===== config.mk =====
export PLATFORM = sky130hd
export DESIGN_NAME = cpu_power_supervisor
export DESIGN_NICKNAME = d
export VERILOG_FILES = /design/src/rtl/cpu_power_pkg.sv /design/src/rtl/tick_prescaler.sv /design/src/rtl/cpu_power_supervisor.sv
export SDC_FILE = /design/constraint.sdc
export NUM_CORES = 1
export LEC_CHECK = 0
export BUFFER_PORTS_ARGS = -buffer_cell sky130_fd_sc_hd__buf_2
export CAP_MARGIN = 0
export CORE_ASPECT_RATIO = 0.8
export CORE_MARGIN = 2
export CORE_UTILIZATION = 40
export CTS_BUF_LIST = sky130_fd_sc_hd__clkbuf_8 sky130_fd_sc_hd__clkbuf_16
export DETAILED_ROUTE_END_ITERATION = 7
export HOLD_SLACK_MARGIN = 0.05
export PLACE_DENSITY = 0.61
export SLEW_MARGIN = 10
export SYNTH_ARGS = -nofsm -noshare
export SYNTH_HDL_FRONTEND = slang
export SYNTH_SLANG_ARGS = --single-unit

===== constraint.sdc =====
create_clock -name sysclk -period 7.05 [get_ports sysclk]
set_input_delay 0.3525 -clock sysclk [delete_from_list [all_inputs] [get_ports sysclk]]
set_output_delay 0.3525 -clock sysclk [all_outputs]
set_load 0.01 [all_outputs]

===== src/rtl/cpu_power_pkg.sv =====
// rtl/cpu_power_pkg.sv - shared state encodings and default tick constants for CPU power control
package cpu_power_pkg;

  typedef enum logic [2:0] {
    ST_SETTLE   = 3'd0,
    ST_IDLE     = 3'd1,
    ST_BOOT     = 3'd2,
    ST_RUN      = 3'd3,
    ST_COOLDOWN = 3'd4,
    ST_LOCKOUT  = 3'd5
  } sup_state_e;

  typedef logic [15:0] timer_t;
  typedef logic [3:0]  retry_t;

  localparam int unsigned DEF_PRESCALE      = 500;
  localparam int unsigned DEF_STARTUP_TICKS = 100;
  localparam int unsigned DEF_BOOT_TICKS    = 50000;
  localparam int unsigned DEF_HB_TICKS      = 5000;
  localparam int unsigned DEF_OFF_TICKS     = 1000;
  localparam int unsigned DEF_MAX_RETRIES   = 3;

  function automatic retry_t retry_inc(input retry_t r);
    return (r == 4'hF) ? r : r + 4'd1;
  endfunction

endpackage


===== src/rtl/tick_prescaler.sv =====
// rtl/tick_prescaler.sv - free-running divider producing a one-cycle tick every PRESCALE clocks
module tick_prescaler #(
  parameter int unsigned PRESCALE = 500
) (
  input  logic sysclk,
  input  logic sysreset_INV,
  output logic tick
);

  localparam int CNT_W = (PRESCALE > 1) ? $clog2(PRESCALE) : 1;
  localparam logic [CNT_W-1:0] LAST = CNT_W'(PRESCALE - 1);

  logic [CNT_W-1:0] cnt;

  assign tick = (cnt == LAST);

  always_ff @(posedge sysclk or negedge sysreset_INV) begin
    if (!sysreset_INV) begin
      cnt <= '0;
    end else if (tick) begin
      cnt <= '0;
    end else begin
      cnt <= cnt + CNT_W'(1);
    end
  end

endmodule


===== src/rtl/cpu_power_supervisor.sv =====
// rtl/cpu_power_supervisor.sv - gates the power sequencer enable: settle, boot/heartbeat watchdogs, fault retry, lockout
module cpu_power_supervisor
  import cpu_power_pkg::*;
#(
  parameter int unsigned PRESCALE      = DEF_PRESCALE,
  parameter int unsigned STARTUP_TICKS = DEF_STARTUP_TICKS,
  parameter int unsigned BOOT_TICKS    = DEF_BOOT_TICKS,
  parameter int unsigned HB_TICKS      = DEF_HB_TICKS,
  parameter int unsigned OFF_TICKS     = DEF_OFF_TICKS,
  parameter int unsigned MAX_RETRIES   = DEF_MAX_RETRIES
) (
  input  logic       sysclk,
  input  logic       sysreset_INV,
  input  logic       board_enable,
  input  logic       cpu_heartbeat,
  input  logic       pmic_fault_INV,
  input  logic       clear_lockout,
  output logic       cpu_seq_enable,
  output logic [2:0] sup_state,
  output logic [3:0] retry_count,
  output logic       lockout
);

  localparam timer_t STARTUP_T = timer_t'(STARTUP_TICKS);
  localparam timer_t BOOT_T    = timer_t'(BOOT_TICKS);
  localparam timer_t HB_T      = timer_t'(HB_TICKS);
  localparam timer_t OFF_T     = timer_t'(OFF_TICKS);
  localparam retry_t MAX_R     = retry_t'(MAX_RETRIES);

  sup_state_e state_q, next_state;
  timer_t     timer_q;
  retry_t     retry_q;
  logic       tick;
  logic       hb_s1, hb_s2, hb_s3, flt_s1, flt_s2;
  logic       hb_edge, fault, retry_bump, hb_restart;
  logic       enable_q, lockout_q;

  tick_prescaler #(.PRESCALE(PRESCALE)) u_prescaler (
    .sysclk       (sysclk),
    .sysreset_INV (sysreset_INV),
    .tick         (tick)
  );

  always_ff @(posedge sysclk or negedge sysreset_INV) begin
    if (!sysreset_INV) begin
      hb_s1  <= 1'b0;
      hb_s2  <= 1'b0;
      hb_s3  <= 1'b0;
      flt_s1 <= 1'b0;
      flt_s2 <= 1'b0;
    end else begin
      hb_s1  <= cpu_heartbeat;
      hb_s2  <= hb_s1;
      hb_s3  <= hb_s2;
      flt_s1 <= pmic_fault_INV;
      flt_s2 <= flt_s1;
    end
  end

  assign hb_edge = hb_s2 ^ hb_s3;
  assign fault   = !flt_s2;

  // Priority: board drop, then fault, then heartbeat, then timeout.
  always_comb begin
    next_state = state_q;
    retry_bump = 1'b0;
    hb_restart = 1'b0;
    case (state_q)
      ST_SETTLE:   if (timer_q == STARTUP_T) next_state = ST_IDLE;
      ST_IDLE:     if (board_enable && !fault) next_state = ST_BOOT;
      ST_BOOT: begin
        if (!board_enable) begin
          next_state = ST_COOLDOWN;
        end else if (fault || (!hb_edge && timer_q == BOOT_T)) begin
          next_state = ST_COOLDOWN;
          retry_bump = 1'b1;
        end else if (hb_edge) begin
          next_state = ST_RUN;
        end
      end
      ST_RUN: begin
        if (!board_enable) begin
          next_state = ST_COOLDOWN;
        end else if (fault || (!hb_edge && timer_q == HB_T)) begin
          next_state = ST_COOLDOWN;
          retry_bump = 1'b1;
        end else if (hb_edge) begin
          hb_restart = 1'b1;
        end
      end
      ST_COOLDOWN: begin
        if (timer_q == OFF_T) next_state = (retry_q >= MAX_R) ? ST_LOCKOUT : ST_IDLE;
      end
      ST_LOCKOUT:  if (clear_lockout) next_state = ST_IDLE;
      default:     next_state = ST_IDLE;
    endcase
  end

  always_ff @(posedge sysclk or negedge sysreset_INV) begin
    if (!sysreset_INV) begin
      state_q   <= ST_SETTLE;
      timer_q   <= '0;
      retry_q   <= '0;
      enable_q  <= 1'b0;
      lockout_q <= 1'b0;
    end else begin
      state_q   <= next_state;
      enable_q  <= (next_state == ST_BOOT) || (next_state == ST_RUN);
      lockout_q <= (next_state == ST_LOCKOUT);
      if (next_state != state_q || hb_restart) begin
        timer_q <= '0;
      end else if (tick && timer_q != '1) begin
        timer_q <= timer_q + 16'd1;
      end
      // Leaving lockout or a clean user shutdown forgives earlier failures.
      if (retry_bump) begin
        retry_q <= retry_inc(retry_q);
      end else if (next_state == ST_IDLE && state_q != ST_IDLE &&
                   (!board_enable || state_q == ST_LOCKOUT)) begin
        retry_q <= '0;
      end
    end
  end

  assign cpu_seq_enable = enable_q;
  assign lockout        = lockout_q;
  assign sup_state      = state_q;
  assign retry_count    = retry_q;

endmodule


### After elaboration in Yosys (flattened, before gate mapping)

Cells that the tools add are included.

| operators by class | value |
|---|---|
| $add $sub $neg | 3 |
| muxes and demuxes | 26 |
| magnitude comparators | 1 |
| $mul | 0 |
| bitwise gates (word level) | 1 |
| reduce and logical (&&, ||, !) cells | 18 |
| eq/ne operators | 19 |
| shift-type cells | 0 |
| div/mod/pow operators | 0 |

Operator list:

| operator | number |
|---|---|
| two-way mux 16 bit | 2 |
| two-way mux 3 bit | 10 |
| one-hot mux 3 bit (6 select lines) | 1 |
| adder 16 x 1 -> 16 bit (second input constant) | 1 |
| equality test 16 x 10 -> 1 bit (second input constant) | 1 |
| equality test 16 x 13 -> 1 bit (second input constant) | 1 |
| equality test 16 bit (second input constant) | 1 |
| equality test 16 x 7 -> 1 bit (second input constant) | 1 |
| inequality test 16 bit (second input constant) | 1 |
| equality test 3 x 2 -> 1 bit (second input constant) | 4 |
| two-way mux 4 bit | 3 |
| adder 9 x 1 -> 9 bit (second input constant) | 1 |
| equality test 3 bit (second input constant) | 3 |
| equality test 9 bit (second input constant) | 1 |
| two-way mux 9 bit | 1 |
| two-way mux 1 bit | 8 |
| equality test 3 x 1 -> 1 bit (second input constant) | 2 |
| logical AND 1 bit | 6 |
| logical OR 1 bit | 5 |
| adder 4 x 1 -> 4 bit (second input constant) | 1 |
| equality test 4 bit (second input constant) | 1 |
| >= comparator 4 x 2 -> 1 bit (second input constant) | 1 |
| nonzero test 2 bit | 2 |
| logical NOT 1 bit | 3 |
| other kinds (7) | 7 |

| storage, ports and cells | value |
|---|---|
| bits in writable memories | 0 |
| bits in latches | 0 |
| output and inout port bits | 9 |
| input bits | 6 |
| memories | 0 |
| bits in read-only memories | 0 |
| bits in registers | 39 |
| logic and storage cells | 79 |

### Depth between registers and ports, before layout

| logic depth | value |
|---|---|
| depth after elaboration | 12 |
| gate-level depth with buffers | 9 |
| gate-level depth less buffers | 8 |

### Hierarchy

From an unflattened synthesis, not the netlist that was laid out.

| unflattened totals | value |
|---|---|
| cells, all modules | 231 |
| area, all modules | 2192.1 um2 |

Modules (own cells, without submodules):

| module | cells an instance | times used | sequential area each (um2) | area an instance (um2) |
|---|---|---|---|---|
| cpu_power_supervisor | 182 | 1 | 750.7 | 1719.1 |
| tick_prescaler | 49 | 1 | 225.2 | 473.0 |

### Least setup slack after synthesis

OpenSTA, ideal clock, no wires.

| timing path | value |
|---|---|
| kind | reg-to-reg |
| start point | register timer_q[0] |
| end point | register timer_q[4] |
| arrival time | 2.164 ns |
| path slack | 4.767 ns |
| cell stages (with the launch flop) | 10 |
| setup time | 0.119 ns |
| required time | 6.931 ns |
| buffers on the path | 1 |
| clock period less this slack | 2.283 ns |
| path through | dfrtp_1 inv_1 ha_1 or4b_1 nor3_2 a21oi_2 o31a_1 o211ai_4 buf_6 nor2_2 |

| on the way | value |
|---|---|
| word-level cells in the longest chain between the ends | 9 |
| elaborated cells on any way between the ends | 26 |
| classes of those cells | 1 x add/sub; 6 x eq/ne; 12 x mux; 7 x reduce/logical |

RTL lines:

| element | RTL line | RTL |
|---|---|---|
| from (decl) | cpu_power_supervisor.sv:31 | `timer_t timer_q;` |
| from (signal assigned) | cpu_power_supervisor.sv:113 | `timer_q <= timer_q + 16'd1;` |
| equality test 16 x 13 -> 1 bit / equality test 16 bit (equally long branches) | cpu_power_supervisor.sv:84, cpu_power_supervisor.sv:74 |  |
| logical AND 1 bit (on tied branches) | cpu_power_supervisor.sv:84, cpu_power_supervisor.sv:74 |  |
| logical OR 1 bit (on tied branches) | cpu_power_supervisor.sv:84, cpu_power_supervisor.sv:74 |  |
| two-way mux 3 bit (on tied branches) | cpu_power_supervisor.sv:84, cpu_power_supervisor.sv:74 |  |
| two-way mux 3 bit (on tied branches) | cpu_power_supervisor.sv:82, cpu_power_supervisor.sv:72 |  |
| one-hot mux 3 bit (6 select lines) | cpu_power_supervisor.sv:68 | `case (state_q)` |
| inequality test 3 bit | cpu_power_supervisor.sv:110 | `if (next_state != state_q \|\| hb_restart) begin` |
| logical OR 1 bit | cpu_power_supervisor.sv:110 |  |
| two-way mux 16 bit / nonzero test 2 bit (equally long branches) | -- |  |

Several ways; a longest one is shown, not always the timed one. The select of a mux whose other input is x is not followed.
A chain may end at the register's enable or synchronous reset.

### Final worst setup path

| timing path | value |
|---|---|
| start point | register u_prescaler.cnt[0] |
| end point | register timer_q[4] |

| on the way | value |
|---|---|
| word-level cells in the longest chain between the ends | 3 |

RTL lines:

| element | RTL line | RTL |
|---|---|---|
| from (decl) | tick_prescaler.sv:13 | `logic [CNT_W-1:0] cnt;` |
| from (signal assigned) | tick_prescaler.sv:23 | `cnt <= cnt + CNT_W'(1);` |
| equality test 9 bit | tick_prescaler.sv:15 | `assign tick = (cnt == LAST);` |
| logical AND 1 bit | cpu_power_supervisor.sv:112 | `end else if (tick && timer_q != '1) begin` |
| nonzero test 2 bit (no source line) | -- |  |

Every way passes these cells.

==> summary.txt <==
Status
  – Status: completed

Timing
  – Final setup fails: 0
  – PnR worst setup slack: 4199 ps
  – Max Transition Viols Final: 0
  – Fmax: 0.3507 GHz
  – Final setup skew: 8.303 ps
  – Setup_tns: 0 ps
  – Worst Max-Slew Pin Slew: 1086 ps
  – Final hold vios: 0
  – Worst hold slack: 157.3 ps
  – Final period utilization: 40.44%
  – Rel. slew slack: 26.96%
  – Final worst path period need: 2851 ps
  – RSZ-0062 raised after global routing: false

Final layout
  – # nets final: 245
  – Fraction of layout instances using a drive strength above 1: 19.49%
  – Layout Utilization: 46.26%
  – Non-filler instance count after layout: 298
  – Layout overhead on the synthesized area: 9.606%
  – ANT cells: 0

Logic synthesis
  – Number of synthesized flops with an enable pin: 0
  – Asr flop ratio synth: 100.0%
  – Syn nets: 228
  – Synthesized area: 2162 µm²
  – Gate Count Post-Synth: 218
  – Number of synthesized register bits: 39
  – Post-synth cell types: 54
  – Main synth FF type: dfrtp_1
  – Syn Area/Cell: 9.918 µm²
  – Seq/Total Area, Yosys: 45.14%
  – Yosys Warn Count: 0

Clock network
  – Clock buffer depth: 2
  – Clk_lat worst skew: 300 ps
  – CTS tree: built
  – Clk pin slew, worst setup/hold paths: 80 ps
  – Clk sinks: 39
  – Total CTS buffers: 5
  – H-tree level count: 2
  – # Post-CTS Setup Buffers: 0
  – Post_cts resized: 0
  – Cts hold-fix bufs: 0
  – Root Buffer: clkbuf_8

Critical path
  – Worst Path Max Fanout: 11
  – Worst EP required: 7220 ps
  – Worst-path cell chain: ha_1, nand2_1, nor4_2, a21boi_0, and4_1, xnor2_1, nor2_2
  – Worst setup EP type: register
  – Slowest cell on the critical path: a21boi_0
  – Delay-heaviest family, CP: simple AND/OR/NAND/NOR gates
  – Startpoint Class: register
  – WP buf/inv: 0
  – Crit path kind: reg -> reg
  – R2R depth: 7
  – Reg2reg setup slack: 4200 ps
  – Capture point of the worst reg-to-reg path: timer_q[4]
  – Data arrival, critical path: 3020 ps
  – Worst path max stage delay: 930 ps
  – RR Startpoint: u_prescaler.cnt[0]

Floorplanning
  – Die area: 6013 µm²
  – Site Rows: 23
  – Initial Util: 42.21%
  – Core area: 5122 µm²
  – I/O pin total: 15
  – Width of the die: 86.20 µm
  – Die height: 69.76 µm

Global routing
  – Vias in the first global route: 1503
  – Largest net degree at the start of global routing: 40
  – GRT Util Overall: 14.91%
  – First-pass GRT wire length: 7.113 mm
  – Global route total overflow: 0
  – Initial antenna violation count: 0

Routing
  – TritonRoute pass-1 iters: 4
  – Total wire length: 4.100 mm
  – Via count: 1583
  – Vias/cell: 5.312
  – DRT iter0 DRCs: 71
  – Post-route ant nets: 0
  – Wire length per cell: 13.76 µm
  – Residual DRC: 0

Place
  – Port buffer count: 14
  – Routability cong.: 0.7908
  – Dpl hpwl: 2.887 mm
  – Dpl ws: 4176 ps
  – Dpl cells: 290

Power and ir drop
  – PwrDens: 161.4 nW/µm²
  – Leak pwr: 0.9495 nW
  – VDD IR-drop max: 0.09689 mV

Worst hold path
  – Min-Delay Path Class: in -> async

Job
  – Max-cap check violation count: 0
registers in the layout (all words and copies together) (netlist names):
name	count
u_prescaler.cnt	9
hb_s1	1
sup_state	3
cpu_seq_enable	1
timer_q	16
hb_s2	1
flt_s2	1
flt_s1	1
lockout	1
hb_s3	1
retry_count	4
Yosys cell counts, drive strengths merged (3+ instances only):
| cell type | number | area (µm²) |
|---|---|---|
| xnor2 | 9 | 78.83 |
| nor2b | 4 | 25.02 |
| a21oi | 7 | 38.79 |
| nand2b | 4 | 25.02 |
| nor3 | 4 | 30.03 |
| nand2 | 15 | 56.30 |
| and4 | 3 | 26.28 |
| dfrtp | 39 | 975.9 |
| inv | 5 | 18.77 |
| xor2 | 14 | 122.6 |
| nand3 | 11 | 55.05 |
| a31o | 3 | 26.28 |
| nor4 | 4 | 31.28 |
| a31oi | 3 | 18.77 |
| nand4 | 8 | 50.05 |
| o21ai | 5 | 25.02 |
| and3 | 5 | 31.28 |
| nor2 | 34 | 152.7 |
| ha | 4 | 50.05 |
| nor3b | 3 | 33.78 |
worst max path at each step:
stage,from,to,slack [ps],cells past startpoint
3_5_place_dp,u_prescaler.cnt[0],timer_q[4],4180,7
4_1_cts,u_prescaler.cnt[0],timer_q[4],4160,7
5_1_grt,u_prescaler.cnt[0],timer_q[4],3730,7
2_1_floorplan,timer_q[0],timer_q[4],4770,9
3_3_place_gp,u_prescaler.cnt[0],timer_q[4],4260,7
6_report,u_prescaler.cnt[0],timer_q[4],4200,7
through the flow:
step                total power, W  area [µm²]
finish                   0.0003824        2370
global route             0.0003956        2370
CTS                      0.0003857        2370
detailed placement       0.0002392        2286
global placement         0.0002390        2286
floorplan                0.0002324        2162
placed cells by master, fill, tap and decap left out, types with 3 or more instances in the layout:
cell type	instances
dfrtp_1	39
nor2_1	24
nand2_1	15
xor2_1	14
buf_2	14
nand3_1	11
nor2_2	10
xnor2_1	9
nand4_1	8
a21oi_1	6
inv_1	5
and3_1	5
clkbuf_8	5
nand2b_1	4
nor2b_1	4
ha_1	4
nor4_1	3
a31oi_1	3
o21ai_0	3
and4_1	3
clkinv_2	3
cell families (layout without fill, tap and decap cells):
| group | count (synthesis) | count (layout) | synth area share [%] |
|---|---|---|---|
| AOI/OAI and AO/OA | 32 | 32 | 11.17 |
| xor gates and xnor gates | 23 | 23 | 9.317 |
| adders and majority gates | 4 | 4 | 2.315 |
| buffers and inverters | 9 | 27 | 1.968 |
| DFF | 39 | 39 | 45.14 |
| muxes | 1 | 1 | 0.5208 |
| and+or+nand+nor | 110 | 110 | 29.57 |
metal layers:
metal / vias to the layer above / global-route usage, % / part of all wire (%)
met5: - / 0 / 0
met4: 0 / 4.688 / 1.2
met3: 5 / 3.690 / 4.2
met2: 30 / 19.81 / 39
met1: 732 / 23.37 / 56
li1: 816 / - / -
report_power, final:
group           total (W)  internal (W)  switching, W  leakage [nW]
Clock            0.000148     0.0000677     0.0000803        0.0477
Combinational  0.00000844    0.00000243    0.00000601         0.467
Sequential       0.000226      0.000225   0.000000957         0.435
area by class of cell:
type                       instances  area [µm²]
timing repair buffer              14       70.07
clock inverter                     3       15.01
inverter                           5       18.77
multi-input combinational        170        1144
fill                             480        2753
clock buffer                       5       68.82
sequential                        39       975.9
tap                               62       77.57
No activity file was read; power rests on OpenSTA's default activity.
